**config.mk**
```make
export PLATFORM = sky130hd
export DESIGN_NAME = bk_sector_ctrl
export DESIGN_NICKNAME = d
export VERILOG_FILES = /design/src/rtl/bk_pkg.sv /design/src/rtl/bk_chan_map.sv /design/src/rtl/bk_sector_ctrl.sv
export SDC_FILE = /design/constraint.sdc
export NUM_CORES = 1
export LEC_CHECK = 0
export BUFFER_PORTS_ARGS = -buffer_cell sky130_fd_sc_hd__buf_2
export CAP_MARGIN = 20
export CORE_ASPECT_RATIO = 0.8
export CORE_MARGIN = 5
export CORE_UTILIZATION = 53
export CTS_CLUSTER_DIAMETER = 50
export DETAILED_ROUTE_END_ITERATION = 10
export PLACE_DENSITY_LB_ADDON = 0.25
export SLEW_MARGIN = 20
export SYNTH_ARGS = -nofsm -noshare
export SYNTH_HDL_FRONTEND = slang
export SYNTH_SLANG_ARGS = --single-unit
```
**constraint.sdc**
```tcl
create_clock -name CLK -period 4.2 [get_ports CLK]
set_clock_uncertainty 0.2 [all_clocks]
set_input_delay 0.21 -clock CLK [delete_from_list [all_inputs] [get_ports CLK]]
set_output_delay 0.21 -clock CLK [all_outputs]
set_load 0.1 [all_outputs]
```
**src/rtl/bk_pkg.sv**
```systemverilog
// Shared types for the backup-RAM sector sequencer.
package bk_pkg;

    localparam int MAX_CHANNELS = 4;

    typedef enum logic [2:0] {
        IDLE,
        SEEK,
        ISSUE,
        WAIT_ACK,
        WAIT_END,
        FINISH
    } bk_state_t;

    typedef enum logic {
        BK_LOAD,
        BK_SAVE
    } bk_dir_t;

endpackage

```
**src/rtl/bk_chan_map.sv**
```systemverilog
// Per-channel sector count and image base, captured from MASK when a
// transfer starts so later MASK changes cannot disturb it.
module bk_chan_map import bk_pkg::*; #(
    parameter int CHANNELS    = 2,
    parameter int MASK_W      = 24,
    parameter int SECTOR_BITS = 9,
    localparam int CW         = MASK_W - SECTOR_BITS
) (
    input  logic                         clk,
    input  logic                         reset_n,
    input  logic                         load,
    input  logic [CHANNELS*MASK_W-1:0]   mask,
    input  logic [2:0]                   sel,
    output logic [CW:0]                  cnt,
    output logic [31:0]                  base
);

    logic [MAX_CHANNELS-1:0][CW:0]   cnt_nxt;
    logic [MAX_CHANNELS-1:0][31:0]   base_nxt;
    logic [MAX_CHANNELS-1:0][CW:0]   cnt_r;
    logic [MAX_CHANNELS-1:0][31:0]   base_r;

    // Absent channels (mask 0, or beyond CHANNELS) get zero sectors, and
    // each base is the running sum of the counts before it.
    for (genvar c = 0; c < MAX_CHANNELS; c++) begin : g_ch
        if (c < CHANNELS) begin : g_live
            logic [MASK_W-1:0] m;
            assign m          = mask[c*MASK_W +: MASK_W];
            assign cnt_nxt[c] = (|m) ? ({1'b0, m[MASK_W-1:SECTOR_BITS]} + {{CW{1'b0}}, 1'b1})
                                     : '0;
        end else begin : g_absent
            assign cnt_nxt[c] = '0;
        end
        if (c == 0) begin : g_b0
            assign base_nxt[c] = '0;
        end else begin : g_bn
            assign base_nxt[c] = base_nxt[c-1] + {{(31-CW){1'b0}}, cnt_nxt[c-1]};
        end
    end

    // Capture the geometry at trigger time.
    always_ff @(posedge clk) begin
        if (!reset_n) begin
            cnt_r  <= '0;
            base_r <= '0;
        end else if (load) begin
            cnt_r  <= cnt_nxt;
            base_r <= base_nxt;
        end
    end

    // Index 4..7 only appears after the last channel; report it as empty.
    assign cnt  = sel[2] ? '0 : cnt_r[sel[1:0]];
    assign base = sel[2] ? '0 : base_r[sel[1:0]];

endmodule

```
**src/rtl/bk_sector_ctrl.sv**
```systemverilog
// Multi-channel backup-RAM save/load sequencer driving the hps_io sd_*
// sector handshake. Optional autosave on OSD open: define BK_AUTOSAVE_EN.
module bk_sector_ctrl import bk_pkg::*; #(
    parameter int          CHANNELS    = 2,
    parameter int          MASK_W      = 24,
    parameter int          SECTOR_BITS = 9,
    parameter logic [23:0] TIMEOUT     = 24'd10000000,
    localparam int         CW          = MASK_W - SECTOR_BITS
) (
    input  logic                         CLK,
    input  logic                         RESET_N,
    input  logic                         DL_ACTIVE,
    input  logic                         IMG_MOUNTED,
    input  logic                         IMG_VALID,
    input  logic [CHANNELS*MASK_W-1:0]   MASK,
    input  logic                         LOAD_REQ,
    input  logic                         SAVE_REQ,
    input  logic                         SD_ACK,
`ifdef BK_AUTOSAVE_EN
    input  logic                         DIRTY,
    input  logic                         OSD_STATUS,
`endif
    output logic [31:0]                  SD_LBA,
    output logic                         SD_RD,
    output logic                         SD_WR,
    output logic [1:0]                   CH_SEL,
    output logic [CW-1:0]                CH_SECTOR,
    output logic                         ENA,
    output logic                         LOADING,
    output logic                         BUSY,
    output logic                         DONE,
    output logic                         ERR
);

    bk_state_t     state;
    bk_dir_t       dir;
    bk_dir_t       trig_dir;
    logic          trig;
    logic [2:0]    ch_idx;
    logic [23:0]   timer;
    logic          timed_out;
    logic          ack_q, load_q, save_q, dl_q;
    logic          ack_rise, ack_fall, load_rise, save_rise, dl_rise, dl_fall;
    logic [CW:0]   cnt;
    logic [31:0]   base;
    logic          last_sector;

    assign ack_rise  = SD_ACK & ~ack_q;
    assign ack_fall  = ~SD_ACK & ack_q;
    assign load_rise = LOAD_REQ & ~load_q;
    assign save_rise = SAVE_REQ & ~save_q;
    assign dl_rise   = DL_ACTIVE & ~dl_q;
    assign dl_fall   = ~DL_ACTIVE & dl_q;

    assign timed_out   = (timer >= TIMEOUT - 24'd1);
    assign last_sector = ({1'b0, CH_SECTOR} == cnt - {{CW{1'b0}}, 1'b1});

    assign CH_SEL = ch_idx[1:0];
    assign SD_LBA = base + {{(32-CW){1'b0}}, CH_SECTOR};

    bk_chan_map #(
        .CHANNELS   (CHANNELS),
        .MASK_W     (MASK_W),
        .SECTOR_BITS(SECTOR_BITS)
    ) u_map (
        .clk     (CLK),
        .reset_n (RESET_N),
        .load    (trig),
        .mask    (MASK),
        .sel     (ch_idx),
        .cnt     (cnt),
        .base    (base)
    );

`ifdef BK_AUTOSAVE_EN
    logic osd_q, dirty, auto_start;
    logic osd_rise;
    assign osd_rise = OSD_STATUS & ~osd_q;

    // Dirty flag: cleared as the autosave starts, re-armed by any later write.
    always_ff @(posedge CLK) begin
        if (!RESET_N) begin
            osd_q <= 1'b0;
            dirty <= 1'b0;
        end else begin
            osd_q <= OSD_STATUS;
            if (auto_start) dirty <= 1'b0;
            if (DIRTY)      dirty <= 1'b1;
        end
    end
`endif

    // Edge-detect history; edges that arrive while busy are simply lost.
    always_ff @(posedge CLK) begin
        if (!RESET_N) begin
            ack_q  <= 1'b0;
            load_q <= 1'b0;
            save_q <= 1'b0;
            dl_q   <= 1'b0;
        end else begin
            ack_q  <= SD_ACK;
            load_q <= LOAD_REQ;
            save_q <= SAVE_REQ;
            dl_q   <= DL_ACTIVE;
        end
    end

    // Start decode: only from IDLE with a usable image; load beats save.
    always_comb begin
        trig     = 1'b0;
        trig_dir = BK_LOAD;
`ifdef BK_AUTOSAVE_EN
        auto_start = 1'b0;
`endif
        if (state == IDLE && ENA && !dl_rise) begin
            if (load_rise || dl_fall) begin
                trig = 1'b1;
            end else if (save_rise) begin
                trig     = 1'b1;
                trig_dir = BK_SAVE;
            end
`ifdef BK_AUTOSAVE_EN
            else if (osd_rise && dirty) begin
                trig       = 1'b1;
                trig_dir   = BK_SAVE;
                auto_start = 1'b1;
            end
`endif
        end
    end

    // Sequencer: walk channels and sectors, one sd handshake per sector.
    always_ff @(posedge CLK) begin
        if (!RESET_N) begin
            state     <= IDLE;
            dir       <= BK_LOAD;
            ch_idx    <= '0;
            CH_SECTOR <= '0;
            timer     <= '0;
            SD_RD     <= 1'b0;
            SD_WR     <= 1'b0;
            ENA       <= 1'b0;
            LOADING   <= 1'b0;
            BUSY      <= 1'b0;
            DONE      <= 1'b0;
            ERR       <= 1'b0;
        end else begin
            DONE <= 1'b0;
            if (dl_rise) ENA <= 1'b0;
            if (DL_ACTIVE && IMG_MOUNTED && IMG_VALID) ENA <= |MASK;

            if (state != IDLE && dl_rise) begin
                // A new ROM download invalidates everything; ERR untouched.
                state   <= IDLE;
                SD_RD   <= 1'b0;
                SD_WR   <= 1'b0;
                BUSY    <= 1'b0;
                LOADING <= 1'b0;
            end else if ((state == WAIT_ACK || state == WAIT_END) && timed_out) begin
                state   <= IDLE;
                ERR     <= 1'b1;
                SD_RD   <= 1'b0;
                SD_WR   <= 1'b0;
                BUSY    <= 1'b0;
                LOADING <= 1'b0;
            end else begin
                case (state)
                    IDLE: if (trig) begin
                        dir       <= trig_dir;
                        ERR       <= 1'b0;
                        ch_idx    <= '0;
                        CH_SECTOR <= '0;
                        BUSY      <= 1'b1;
                        LOADING   <= (trig_dir == BK_LOAD);
                        state     <= SEEK;
                    end
                    SEEK: begin
                        if (ch_idx >= 3'(CHANNELS)) state  <= FINISH;
                        else if (cnt == '0)         ch_idx <= ch_idx + 3'd1;
                        else                        state  <= ISSUE;
                    end
                    ISSUE: begin
                        SD_RD <= (dir == BK_LOAD);
                        SD_WR <= (dir == BK_SAVE);
                        timer <= '0;
                        state <= WAIT_ACK;
                    end
                    WAIT_ACK: begin
                        timer <= timer + 24'd1;
                        if (ack_rise) begin
                            SD_RD <= 1'b0;
                            SD_WR <= 1'b0;
                            state <= WAIT_END;
                        end
                    end
                    WAIT_END: begin
                        timer <= timer + 24'd1;
                        if (ack_fall) begin
                            if (last_sector) begin
                                ch_idx    <= ch_idx + 3'd1;
                                CH_SECTOR <= '0;
                                state     <= SEEK;
                            end else begin
                                CH_SECTOR <= CH_SECTOR + CW'(1);
                                state     <= ISSUE;
                            end
                        end
                    end
                    FINISH: begin
                        DONE    <= 1'b1;
                        BUSY    <= 1'b0;
                        LOADING <= 1'b0;
                        state   <= IDLE;
                    end
                    default: state <= IDLE;
                endcase
            end
        end
    end

endmodule

```
Word-level counts from Yosys, hierarchy flattened
Index checks and enable logic that the tools add are counted.
Widths: inputs -> output; s select.
{"block": "classes", "n_bitwise": 17, "order_cmp": 3, "muxes": 44, "reduce_logical": 33, "addsub": 8, "eq_ne": 13}
{"cell": "$bmux 32 s2", "n": 1}
{"cell": "$mux 16", "n": 4}
{"cell": "$mux 32", "n": 2}
{"cell": "$pmux 24 s2", "n": 1}
{"cell": "$reduce_or 24->1", "n": 2}
{"cell": "$reduce_or 48->1", "n": 1}
{"cell": "$mux 15", "n": 3}
{"cell": "$add 15x1->16 const B", "n": 2}
{"cell": "$add 32x15->32", "n": 1}
{"cell": "$bmux 16 s2", "n": 1}
{"cell": "$mux 3", "n": 10}
{"cell": "$pmux 15 s2", "n": 1}
{"cell": "$add 24x1->24 const B", "n": 1}
{"cell": "$ge 24x24->1 const B", "n": 1}
{"cell": "$add 16x16->17", "n": 1}
{"cell": "$eq 15x16->1", "n": 1}
{"cell": "$logic_not 16->1", "n": 1}
{"cell": "$sub 16x1->16 const B", "n": 1}
{"cell": "$add 15x1->15 const B", "n": 1}
{"cell": "$pmux 3 s5", "n": 1}
{"cell": "$mux 1", "n": 14}
{"cell": "$reduce_bool 2->1", "n": 7}
{"cell": "$ne 2x2->1 const B", "n": 6}
{"cell": "$not 1->1", "n": 11}
{"cell": "other kinds (23)", "n": 43}
{"block": "totals", "wordCells": 137, "reg_bits": 121, "inputBits": 56, "out_inout_bits": 56}

Logic depth before layout (Yosys ltp)
{"block": "depth", "word_depth": 8, "ltp_mapped": 19, "depth_no_buf": 15}

Cells and area by module
A second synthesis with hierarchy kept.
{"block": "hier_totals", "hier_cells": 1067, "hier_area_um2": 8350.5}
{"mod": "bk_sector_ctrl", "instances": 1, "area_per_inst_um2": 4712.0, "seq_area_each_um2": 1141.1, "cells_per_inst": 619}
{"mod": "bk_chan_map", "instances": 1, "area_per_inst_um2": 3638.5, "seq_area_each_um2": 980.9, "cells_per_inst": 448}

Least setup slack after synthesis
No wires, ideal clock.
{"block": "synth_path", "path_type": "register to output", "from": "register ch_idx[1]", "to": "output port SD_LBA[17]", "setup_slack_ns": -1.496, "path_stages_with_launch": 17, "t_arrival_ns": 5.286, "required_ns": 3.790, "path_buffers": 3, "cell_sequence": "dfxtp_1 nor2_1 clkbuf_1 and2_1 clkbuf_1 clkbuf_1 a22o_1 ha_1 a21o_1 a21oi_1 o21a_1 o31ai_1 o41a_1 nand4_1 nand4b_1 a21oi_1 nor3b_1"}
{"block": "synth_between", "elab_chain_len": 4}
{"item": "start, declared", "line_no": "bk_sector_ctrl.sv:39", "rtl": "logic [2:0] ch_idx;"}
{"item": "start signal, assigned", "line_no": "bk_sector_ctrl.sv:179", "rtl": "else if (cnt == '0) ch_idx <= ch_idx + 3'd1;"}
{"item": "start signal, assigned", "line_no": "bk_sector_ctrl.sv:200", "rtl": "ch_idx <= ch_idx + 3'd1;"}
{"item": "$bmux 32 s2", "line_no": "bk_chan_map.sv:54", "rtl": "assign base = sel[2] ? '0 : base_r[sel[1:0]];"}
{"item": "$mux 32 (implied by the code)", "line_no": "bk_chan_map.sv:54"}
{"item": "$mux 32", "line_no": "bk_chan_map.sv:54"}
{"item": "$add 32x15->32", "line_no": "bk_sector_ctrl.sv:59", "rtl": "assign SD_LBA = base + {{(32-CW){1'b0}}, CH_SECTOR};"}
{"item": "end, declared", "line_no": "bk_sector_ctrl.sv:23", "rtl": "output logic [31:0] SD_LBA,"}
No other way between the ends. The select of a mux whose other input is x is not followed.

Worst setup path after layout
{"block": "layout_path", "from": "register ch_idx[1]", "to": "output port SD_LBA[16]"}
Same word-level chain as after synthesis.

==> results.sh <==
export IMPL_inserted_diodes=0
export IMPL_timing_hold_worst_class="in2reg"
export IMPL_maxClockFrequency_ghz=0.2483
export IMPL_cts_tree="yes"
export IMPL_layout_nets=1150
export IMPL_finalSetupTns_ps=0
export IMPL_crit_required_ps=3790
export IMPL_first_iter_violations=546
export IMPL_pin_count_of_the_biggest_net_entering_global_routing=60
export IMPL_slew_headroom_pct=34.80
export IMPL_synth_avg_cell_area_sq_um=7.856
export IMPL_worst_path_buf_inv=2
export IMPL_grt_use_total_pct=22.58
export IMPL_finalWorstPathRequiredPeriod_ps=4027
export IMPL_globalRouteOverflowTotal=0
export IMPL_number_of_enable_type_register_cells_in_the_synthesized_netlist=0
export IMPL_finalHoldViolations=0
export IMPL_async_flop_share_pct=0
export IMPL_detailedRoute_firstPassIterationCount=5
export IMPL_cp_slowest_cell="sky130_fd_sc_hd__dfxtp_4"
export IMPL_clkTransAtPathRegs_ps=80
export IMPL_area_growth_pct=16.50
export IMPL_worstPathArrival_ps=3620
export IMPL_ys_flop_type="sky130_fd_sc_hd__dfxtp_1"
export IMPL_die_height_microns=117.4
export IMPL_biggest_cell_delay_along_the_critical_path_ps=390
export IMPL_maxCapViolations=0
export IMPL_clock_sink_count=106
export IMPL_place_port_buffers=97
export IMPL_first_pass_grt_wire_length_microns=31080
export IMPL_timing_critical_path_from_type="flop"
export IMPL_drt_total_wl_microns=19680
export IMPL_critPathTopFamily="compound AO/OA/AOI/OAI gates"
export IMPL_placementRows=39
export IMPL_die_w_microns=144.2
export IMPL_final_critical_path_setup_slack_ps=172.8
export IMPL_remaining_routing_drc_violations=0
export IMPL_rr_startpoint="ch_idx[0]"
export IMPL_route_detailed_wl_per_inst_microns=15.82
export IMPL_clk_latency_ps=360
export IMPL_post_synth_inst_count=972
export IMPL_ctsHtreeMaxLevel=3
export IMPL_finalPower_mw=2.339
export IMPL_dieArea_sq_um=16920
export IMPL_crit_top_cell="sky130_fd_sc_hd__nor2b_1"
export IMPL_synth_seq_cells=106
export IMPL_initial_antenna_violation_count=0
export IMPL_run_status="completed"
export IMPL_fin_crit_sh_pct=95.88
export IMPL_path_class="reg2out"
export IMPL_cellLeakagePower_nw=3.647
export IMPL_synth_sequential_area_ratio_pct=27.79
export IMPL_cts_root_buffer="sky130_fd_sc_hd__clkbuf_16"
export IMPL_netlist_area_before_placement_sq_um=7636
export IMPL_startpoint="ch_idx[1]"
export IMPL_cellPowerDensity_nw_per_um2=263.0
export IMPL_yosys_warnings=0
export IMPL_start_util_pct=53.78
export IMPL_critical_path_max_fanout=13
export IMPL_grt_pass1_vias=6129
export IMPL_detailedPlace_worstSlack_ps=142.0
export IMPL_crit_chain="nor2_4 -> and2_1 -> buf_4 -> a22o_1 -> ha_1 -> nor2b_1 -> o21a_1 -> o211ai_1 -> a31o_2 -> o2111ai_2 -> a31oi_2 -> nor2b_1 -> o21ai_2 -> xor2_4 -> buf_12"
export IMPL_cts_buffer_depth=2
export IMPL_cts_buffers=9
export IMPL_total_number_of_vias=7028
export IMPL_fillerInstances=1267
export IMPL_ant_nets=0
export IMPL_place_gp_congestion=0.9234
export IMPL_number_of_unique_standard_cell_types_used_by_synthesis=81
export IMPL_min_delay_start="MASK[9]"
export IMPL_dp_final_hpwl_microns=15090
export IMPL_setup_viol=0
export IMPL_slew_limit_fails=0
export IMPL_design_core_area_sq_um=14200
export IMPL_crit_path_end_kind="output port"
export IMPL_vdd_ir_drop_worst_uv=199.3
export IMPL_fraction_of_final_layout_cells_sized_beyond_drive_strength_1_pct=17.74
export IMPL_holdWs_ps=26.27
export IMPL_worstMarginPinSlew_ps=977.8
export IMPL_drt_vias_per_instance=5.650
export IMPL_io_pin_count=112
-- state kept, by name, summed over array words and instances (netlist names), 3 cells and up --
signal / count
u_map.cnt_r: 32
timer: 24
u_map.base_r: 17
CH_SECTOR: 15
ch_idx: 3
state: 3
-- metrics by stage --
| stage | instances | cell area [sq um] | util [%] |
|---|---|---|---|
| 2_1_floorplan | 985 | 7792 | - |
| 3_3_place_gp | 1221 | 8472 | 59.66 |
| 3_5_place_dp | 1221 | 8472 | 59.66 |
| 4_1_cts | 1242 | 8853 | 62.35 |
| 5_1_grt | 1244 | 8896 | 62.65 |
| 6_report | 1244 | 8896 | 62.65 |
-- metal layers --
layer / GRT usage, % / vias up / routed length (microns)
met4: 3.555 / 0 / 187
met5: 0 / - / 0
met3: 4.475 / 14 / 1751
met2: 31.37 / 252 / 7880
li1: - / 3549 / -
met1: 36.24 / 3213 / 9859
-- worst register-to-register path, stage by stage, from the launching register on --
cell and delay (ps):
sky130_fd_sc_hd__dfxtp_2 400, sky130_fd_sc_hd__mux2_2 400, sky130_fd_sc_hd__nand2_1 120, sky130_fd_sc_hd__ha_1 320
sky130_fd_sc_hd__inv_1 150, sky130_fd_sc_hd__or4_1 580, sky130_fd_sc_hd__a22o_1 250, sky130_fd_sc_hd__o211a_1 230
sky130_fd_sc_hd__a21oi_2 210, sky130_fd_sc_hd__a21o_4 210, sky130_fd_sc_hd__a21bo_4 270, sky130_fd_sc_hd__nor2_1 80
-- report_power, final --
group | switching, mW | internal (mW)
clock | 0.413 | 0.475
combinational | 0.264 | 0.156
sequential | 0.0125 | 1.02
-- cell type report --
class	count	area, sq um	share of cell area (%)
clock inverters	7	88.84	0.9986
well taps	184	230.2	2.588
clock buffers	9	225.2	2.532
flip-flops and latches	106	2128	23.92
inverters	21	78.83	0.8861
repair buffers	117	830.8	9.339
multi-input cells	800	5314	59.73
-- cell usage after synthesis (3+ instances only) --
| cell type | instances | area, sq um |
|---|---|---|
| sky130_fd_sc_hd__nor4_1 | 15 | 93.84 |
| sky130_fd_sc_hd__nor3b_1 | 32 | 240.2 |
| sky130_fd_sc_hd__inv_1 | 21 | 78.83 |
| sky130_fd_sc_hd__nor2_1 | 134 | 503.0 |
| sky130_fd_sc_hd__buf_2 | 3 | 15.01 |
| sky130_fd_sc_hd__mux2_2 | 3 | 33.78 |
| sky130_fd_sc_hd__a21boi_0 | 15 | 112.6 |
| sky130_fd_sc_hd__ha_1 | 37 | 462.9 |
| sky130_fd_sc_hd__o21ai_0 | 24 | 120.1 |
| sky130_fd_sc_hd__nand4b_1 | 4 | 35.03 |
| sky130_fd_sc_hd__mux2i_1 | 15 | 150.1 |
| sky130_fd_sc_hd__and2_1 | 21 | 131.4 |
| sky130_fd_sc_hd__nor2b_1 | 12 | 75.07 |
| sky130_fd_sc_hd__a211oi_1 | 3 | 22.52 |
| sky130_fd_sc_hd__nand3_1 | 38 | 190.2 |
| sky130_fd_sc_hd__clkbuf_1 | 33 | 123.9 |
| sky130_fd_sc_hd__a21oi_1 | 29 | 145.1 |
| sky130_fd_sc_hd__o21a_1 | 8 | 60.06 |
| sky130_fd_sc_hd__o22ai_1 | 5 | 31.28 |
| sky130_fd_sc_hd__a22oi_1 | 3 | 22.52 |
| sky130_fd_sc_hd__and3_1 | 16 | 100.1 |
| sky130_fd_sc_hd__or2_2 | 5 | 31.28 |
| sky130_fd_sc_hd__o211ai_1 | 4 | 30.03 |
| sky130_fd_sc_hd__xnor2_1 | 55 | 481.7 |
| sky130_fd_sc_hd__a21o_1 | 9 | 67.56 |
| sky130_fd_sc_hd__and4_1 | 4 | 35.03 |
| sky130_fd_sc_hd__nand2_1 | 107 | 401.6 |
| sky130_fd_sc_hd__nand4_1 | 22 | 137.6 |
| sky130_fd_sc_hd__a22o_1 | 15 | 131.4 |
| sky130_fd_sc_hd__or3_1 | 8 | 50.05 |
| sky130_fd_sc_hd__nand3b_1 | 6 | 45.04 |
| sky130_fd_sc_hd__dfxtp_1 | 106 | 2122 |
| sky130_fd_sc_hd__o211a_1 | 3 | 30.03 |
| sky130_fd_sc_hd__nor3_1 | 18 | 90.09 |
| sky130_fd_sc_hd__o21ai_1 | 3 | 15.01 |
| sky130_fd_sc_hd__nor2_2 | 10 | 62.56 |
| sky130_fd_sc_hd__nand2b_1 | 4 | 25.02 |
| sky130_fd_sc_hd__buf_6 | 4 | 45.04 |
| sky130_fd_sc_hd__xor2_1 | 47 | 411.6 |
| sky130_fd_sc_hd__buf_4 | 16 | 120.1 |
| sky130_fd_sc_hd__a31oi_1 | 7 | 43.79 |
-- cells by family after synthesis --
logic type / count (synthesis) / share of synthesized area (%)
fa+ha+maj: 39 / 6.587
mux: 21 / 2.933
flops: 106 / 27.79
buf+inv: 79 / 5.260
simple gates: 466 / 30.89
other cells: 1 / 0.04911
compound gates: 158 / 14.80
xor+xnor: 102 / 11.70
-- what timing repair did --
item | 4_1_cts | 5_1_grt
setup endpoints to repair | 3 | 10
gates cloned | 0 | 0
hold buffers | 5 | 0
gates resized for setup | 4 | 10
endpoints found under the hold margin | 5 | 0
setup buffers | 0 | 2
pin swaps | 0 | 3
-- cell usage in the layout (no fill, tap or decap), drive strengths merged, types with 9 or more instances in the layout --
cell,count
a21boi,15
a21o,10
a21oi,30
a22o,15
and2,22
and3,16
buf,112
clkbuf,9
conb,14
dfxtp,106
ha,37
inv,23
mux2i,16
nand2,107
nand3,39
nand4,22
nor2,144
nor2b,12
nor3,19
nor3b,33
nor4,15
o21ai,27
xnor2,55
xor2,47
-- worst paths after layout --
path                            slack, ps  depth (start not counted)         endpoint
worst min register to register        270                          2  u_map.cnt_r[31]
worst min-delay path                   30                          4   u_map.cnt_r[0]
worst max-delay path                  170                         15       SD_LBA[16]
worst max register to register        670                         11     CH_SECTOR[3]
Note: power is estimated with default switching activity, not from simulation.
